**src/rtl/rr_mux_arbiter_if.sv**
```systemverilog
// Requester/consumer bundle for rr_mux_arbiter: four req/data lanes in,
// one-hot grant, mux select and a valid-qualified data stream out.
interface rr_mux_arbiter_if #(
    parameter int DATA_W = 8
);
    logic [3:0]        req;
    logic [DATA_W-1:0] d0;
    logic [DATA_W-1:0] d1;
    logic [DATA_W-1:0] d2;
    logic [DATA_W-1:0] d3;
    logic [3:0]        gnt;
    logic [1:0]        sel;
    logic [DATA_W-1:0] y;
    logic              y_valid;
    logic              busy;

    modport master (
        output req, d0, d1, d2, d3,
        input  gnt, sel, y, y_valid, busy
    );

    modport slave (
        input  req, d0, d1, d2, d3,
        output gnt, sel, y, y_valid, busy
    );
endinterface

```
**src/rtl/rr_mux_arbiter.sv**
```systemverilog
// Round-robin arbiter sharing one 4:1 data mux; each grant lasts at most HOLD_MAX beats.
// Define ARB_FIXED_PRIO_EN for fixed priority (req[0] highest) instead of round-robin.
//
//   state | meaning
//   ------+---------------------------------------------------------------
//   IDLE  | no grant; picks a winner from req, always one cycle after release
//   GRANT | one requester owns the mux; one beat per cycle while its req holds
module rr_mux_arbiter #(
    parameter int DATA_W   = 8,
    parameter int HOLD_MAX = 4
) (
    input  logic             clk,
    input  logic             rst,
    rr_mux_arbiter_if.slave  bus
);
    typedef enum logic {IDLE, GRANT} state_t;

    localparam logic [7:0] HOLD_LAST = 8'(HOLD_MAX - 1);

    state_t            state;
    logic [3:0]        gnt_q;
    logic [1:0]        sel_q;
    logic [DATA_W-1:0] y_q;
    logic              vld_q;
    logic              busy_q;
    logic [7:0]        cnt;
    logic [1:0]        win;
    logic [DATA_W-1:0] d_sel;
    logic              beat;
    logic              release_now;

`ifdef ARB_FIXED_PRIO_EN
    always_comb begin
        win = 2'd0;
        for (int i = 3; i >= 0; i--) begin
            if (bus.req[i]) win = 2'(i);
        end
    end
`else
    logic [1:0] ptr;
    logic [1:0] idx;

    // Scan downward so the smallest offset from ptr is the final assignment.
    always_comb begin
        win = ptr;
        idx = ptr;
        for (int i = 3; i >= 0; i--) begin
            idx = ptr + 2'(i);
            if (bus.req[idx]) win = idx;
        end
    end
`endif

    always_comb begin
        d_sel = bus.d0;
        case (sel_q)
            2'd0: d_sel = bus.d0;
            2'd1: d_sel = bus.d1;
            2'd2: d_sel = bus.d2;
            2'd3: d_sel = bus.d3;
            default: d_sel = bus.d0;
        endcase
    end

    assign beat        = bus.req[sel_q];
    assign release_now = !beat || (cnt == HOLD_LAST);

    always_ff @(posedge clk) begin
        if (rst) begin
            state  <= IDLE;
            gnt_q  <= 4'd0;
            sel_q  <= 2'd0;
            y_q    <= '0;
            vld_q  <= 1'b0;
            busy_q <= 1'b0;
            cnt    <= 8'd0;
`ifndef ARB_FIXED_PRIO_EN
            ptr    <= 2'd0;
`endif
        end else begin
            case (state)
                IDLE: begin
                    vld_q <= 1'b0;
                    if (bus.req != 4'd0) begin
                        state  <= GRANT;
                        gnt_q  <= 4'd1 << win;
                        sel_q  <= win;
                        cnt    <= 8'd0;
                        busy_q <= 1'b1;
                    end
                end
                GRANT: begin
                    if (beat) begin
                        y_q   <= d_sel;
                        vld_q <= 1'b1;
                        cnt   <= cnt + 8'd1;
                    end else begin
                        vld_q <= 1'b0;
                    end
                    // sel is left as-is on release; only gnt/busy drop.
                    if (release_now) begin
                        state  <= IDLE;
                        gnt_q  <= 4'd0;
                        busy_q <= 1'b0;
`ifndef ARB_FIXED_PRIO_EN
                        ptr    <= sel_q + 2'd1;
`endif
                    end
                end
                default: state <= IDLE;
            endcase
        end
    end

    assign bus.gnt     = gnt_q;
    assign bus.sel     = sel_q;
    assign bus.y       = y_q;
    assign bus.y_valid = vld_q;
    assign bus.busy    = busy_q;
endmodule

```
**src/flat_wrapper.sv**
```systemverilog
// flat-port wrapper written by rule: the top's interface ports become plain ports
module rr_mux_arbiter_flat 
#(
    parameter int DATA_W   = 8,
    parameter int HOLD_MAX = 4
)
  (clk, rst, bus_req, bus_d0, bus_d1, bus_d2, bus_d3, bus_gnt, bus_sel, bus_y, bus_y_valid, bus_busy);
  rr_mux_arbiter_if #(.DATA_W(DATA_W)) bus_i ();
  input  logic clk;
  input  logic rst;
  input wire logic [$bits(bus_i.req)-1:0] bus_req;
  input wire logic [$bits(bus_i.d0)-1:0] bus_d0;
  input wire logic [$bits(bus_i.d1)-1:0] bus_d1;
  input wire logic [$bits(bus_i.d2)-1:0] bus_d2;
  input wire logic [$bits(bus_i.d3)-1:0] bus_d3;
  output wire logic [$bits(bus_i.gnt)-1:0] bus_gnt;
  output wire logic [$bits(bus_i.sel)-1:0] bus_sel;
  output wire logic [$bits(bus_i.y)-1:0] bus_y;
  output wire logic [$bits(bus_i.y_valid)-1:0] bus_y_valid;
  output wire logic [$bits(bus_i.busy)-1:0] bus_busy;
  assign bus_i.req = bus_req;
  assign bus_i.d0 = bus_d0;
  assign bus_i.d1 = bus_d1;
  assign bus_i.d2 = bus_d2;
  assign bus_i.d3 = bus_d3;
  assign bus_gnt = bus_i.gnt;
  assign bus_sel = bus_i.sel;
  assign bus_y = bus_i.y;
  assign bus_y_valid = bus_i.y_valid;
  assign bus_busy = bus_i.busy;
  rr_mux_arbiter #(.DATA_W(DATA_W), .HOLD_MAX(HOLD_MAX)) u_core (.clk(clk), .rst(rst), .bus(bus_i));
endmodule
```
**config.mk**
```make
export PLATFORM = sky130hd
export DESIGN_NAME = rr_mux_arbiter_flat
export DESIGN_NICKNAME = d
export VERILOG_FILES = /design/src/rtl/rr_mux_arbiter_if.sv /design/src/rtl/rr_mux_arbiter.sv /design/src/flat_wrapper.sv
export SDC_FILE = /design/constraint.sdc
export NUM_CORES = 1
export LEC_CHECK = 0
export ABC_CLOCK_PERIOD_IN_PS = 2760
export CAP_MARGIN = 20
export CORE_MARGIN = 3
export CORE_UTILIZATION = 47
export DETAILED_ROUTE_END_ITERATION = 6
export GPL_ROUTABILITY_DRIVEN = 0
export HOLD_SLACK_MARGIN = 0.1
export PLACE_DENSITY = 0.85
export SLEW_MARGIN = 20
export SYNTH_ARGS = -nofsm -noshare
export SYNTH_HDL_FRONTEND = slang
export SYNTH_SLANG_ARGS = --single-unit
```
**constraint.sdc**
```tcl
create_clock -name clk -period 2.76 [get_ports clk]
set_input_delay 0.276 -clock clk [delete_from_list [all_inputs] [get_ports clk]]
set_output_delay 0.276 -clock clk [all_outputs]
set_load 0.02 [all_outputs]
```
==> metrics <==
status completed; worst slew margin relative to its limit 0.473; CTS Hold Bufs 0; post-CTS sizing 0; Remaining DRCs 0; Core Rows 19; FMAX 0.547 GHz; grt ovf 0; routed len/inst 14.7 um; CTS H-tree lvls 1; initial antenna violation count 0; most frequent cells in the layout clkdlybuf4s50_1 (53), nand2_1 (37), dfxtp_1 (27); Cell variety after synth 33; min Tclk post-route 1.83 ns; Avg Inst Size Synth 7.95 um^2; Vias 1447; DR iter-0 viols 99; r2r setup slk 0.93 ns; core area 2810 um^2; Max IR drop VDD 0.429 mV; clk buf depth 2; register area share after synthesis 0.384; worst slack, placed 0.669 ns; Top Metal Used met4; Hold Vio Cnt, Final 0; share of layout cells above drive strength 1 0.0402; fin nets 268; Max Cap Viol 0; critical path class flop to flop; clock transition at the registers of the reported paths 0.14 ns; GRT Util Overall 0.214; die width 60.7 um; placed instance area 1920 um^2; Yosys warnings 0; Die Height 60.7 um; Post-Synthesis Cells 177; Period Utilization, post-route 0.663; final setup TNS 0 ns; largest net degree at the start of global routing 24; Port Buf Inserts 53; #FFs+latches synth 27; Met2 Wirelength 2.00 mm; Slew Viols, Final 0; Antenna Cells 0; Post-Syn Area 1410 um^2; Req. time, crit path 2.99 ns; vias per cell 5.67; CTS Buf Count 3; actual slew at the worst max-slew pin 0.788 ns; Skew-Pair Late Insertion Delay 0.32 ns; CTS Root Cell clkbuf_4; Routed WL 3.76 mm; placed cells 251; Startpoint Class flop; worst hold path depth 2; R2R depth 5; Routed met3 length 192 um; Power, Total 826 uW; Power per Cell Area 424 nW/um^2; number of global-route vias before repair 1371; fillcell total 228; DP HPWL 2.89 mm; Area Growth Syn to Fin 38.6%; Final setup viols 0; Starting Density 0.502; worst hold path class flop to flop; Final Non-Filler Cells 255; crit end category flop; Sink Count 27; Net Count, Synth 220; routed metal-1 wirelength 1.53 mm; setup slack after layout 0.931 ns; CTS tree yes; first-pass GRT wire length 5.91 mm; final instance area 1950 um^2; io pins 54; Die ar. 3690 um^2; Leakage 0.708 nW; number of routed nets with antenna violations 0; post-CTS setup buffer count 0; CP Max Fanout 16; Arr. time, crit path 2.06 ns; Setup Skew 0.00453 ns; most common cell after layout, fill and taps aside clkdlybuf4s50_1; unrepaired setup endpoints after global routing no; first drt pass iteration count 5
==> critical path, stage by stage, from the launching register on <==
cell and delay, ns:
dfxtp_1 0.50, mux4_2 0.60, and2_4 0.25, nand4_1 0.13, xor2_1 0.19, nor2_1 0.06
==> Yosys cell counts, drive strengths merged <==
master | count | share of area
dfxtp | 27 | 0.38
o21ai | 15 | 0.053
clkbuf | 4 | 0.011
nand2b | 3 | 0.013
nand3 | 6 | 0.021
and2b | 1 | 0.0053
o32ai | 1 | 0.0062
or3 | 1 | 0.0044
nor2b | 3 | 0.013
and2 | 1 | 0.0062
nor4b | 1 | 0.0062
and4 | 1 | 0.0062
buf | 6 | 0.028
a21boi | 1 | 0.0080
nand4 | 5 | 0.022
mux4 | 1 | 0.016
nor3 | 2 | 0.0071
a222oi | 8 | 0.057
nor2 | 14 | 0.037
nand2 | 37 | 0.099
a211oi | 1 | 0.0053
xor2 | 6 | 0.037
nand3b | 2 | 0.011
and3 | 2 | 0.0089
a21o | 2 | 0.011
inv | 3 | 0.0080
a21oi | 17 | 0.063
ha | 5 | 0.044
a21bo | 1 | 0.0071
==> cell type report <==
class	count	area, um^2	share of cell area
multi-input combinational	137	802	0.411
timing repair buffer	53	531	0.272
inverter	3	11.3	0.00577
clock buffer	3	22.5	0.0115
sequential	27	541	0.277
tap	31	38.8	0.0199
clock inverter	1	5.00	0.00257
==> registers in the layout, indices dropped and copies added (netlist names) <==
name,count
u_core.cnt,8
u_core.state,1
u_core.bus.y_valid,1
u_core.bus.gnt,4
u_core.bus.busy,1
u_core.bus.y,8
u_core.bus.sel,2
u_core.ptr,2
==> path summary, 6_finish.rpt <==
check,startpoint,end
setup / recovery,u_core.bus.sel[1]$_SDFFE_PP0P_,u_core.cnt[6]$_SDFFE_PP0P_
hold / removal,u_core.bus.y[4]$_SDFFE_PP0P_,u_core.bus.y[4]$_SDFFE_PP0P_
setup reg to reg,u_core.bus.sel[1]$_SDFFE_PP0P_,u_core.cnt[6]$_SDFFE_PP0P_
hold reg to reg,u_core.bus.y[4]$_SDFFE_PP0P_,u_core.bus.y[4]$_SDFFE_PP0P_
==> report_power, final <==
group / total (mW) / internal, mW / switching (mW) / leakage, nW
clock network: 0.170 / 0.0544 / 0.116 / 0.0177
registers: 0.428 / 0.411 / 0.0178 / 0.220
logic: 0.228 / 0.117 / 0.111 / 0.471
==> per-stage QoR <==
stage,hold slack (ns),utilization
global route,0.477,0.695
global placement,0.442,0.686
finish,0.464,0.695
CTS,0.468,0.695
floorplan,0.348,-
detailed placement,0.449,0.686
==> kinds of logic (layout without fill, tap and decap cells) <==
kind of cell,after synthesis,after routing,share of synthesized area
mux,1,1,0.0160
compound gates,46,46,0.211
xor+xnor,6,6,0.0373
flops,27,27,0.384
simple gates,79,79,0.261
fa+ha+maj,5,5,0.0444
buf+inv,13,60,0.0462
==> per-layer routing <==
layer	GRT usage	vias to the layer above
li1	-	724
met1	0.239	678
met2	0.389	41
met3	0.0511	4
met4	0.0805	0
met5	0	-
Note: power is estimated with default switching activity, not from simulation.
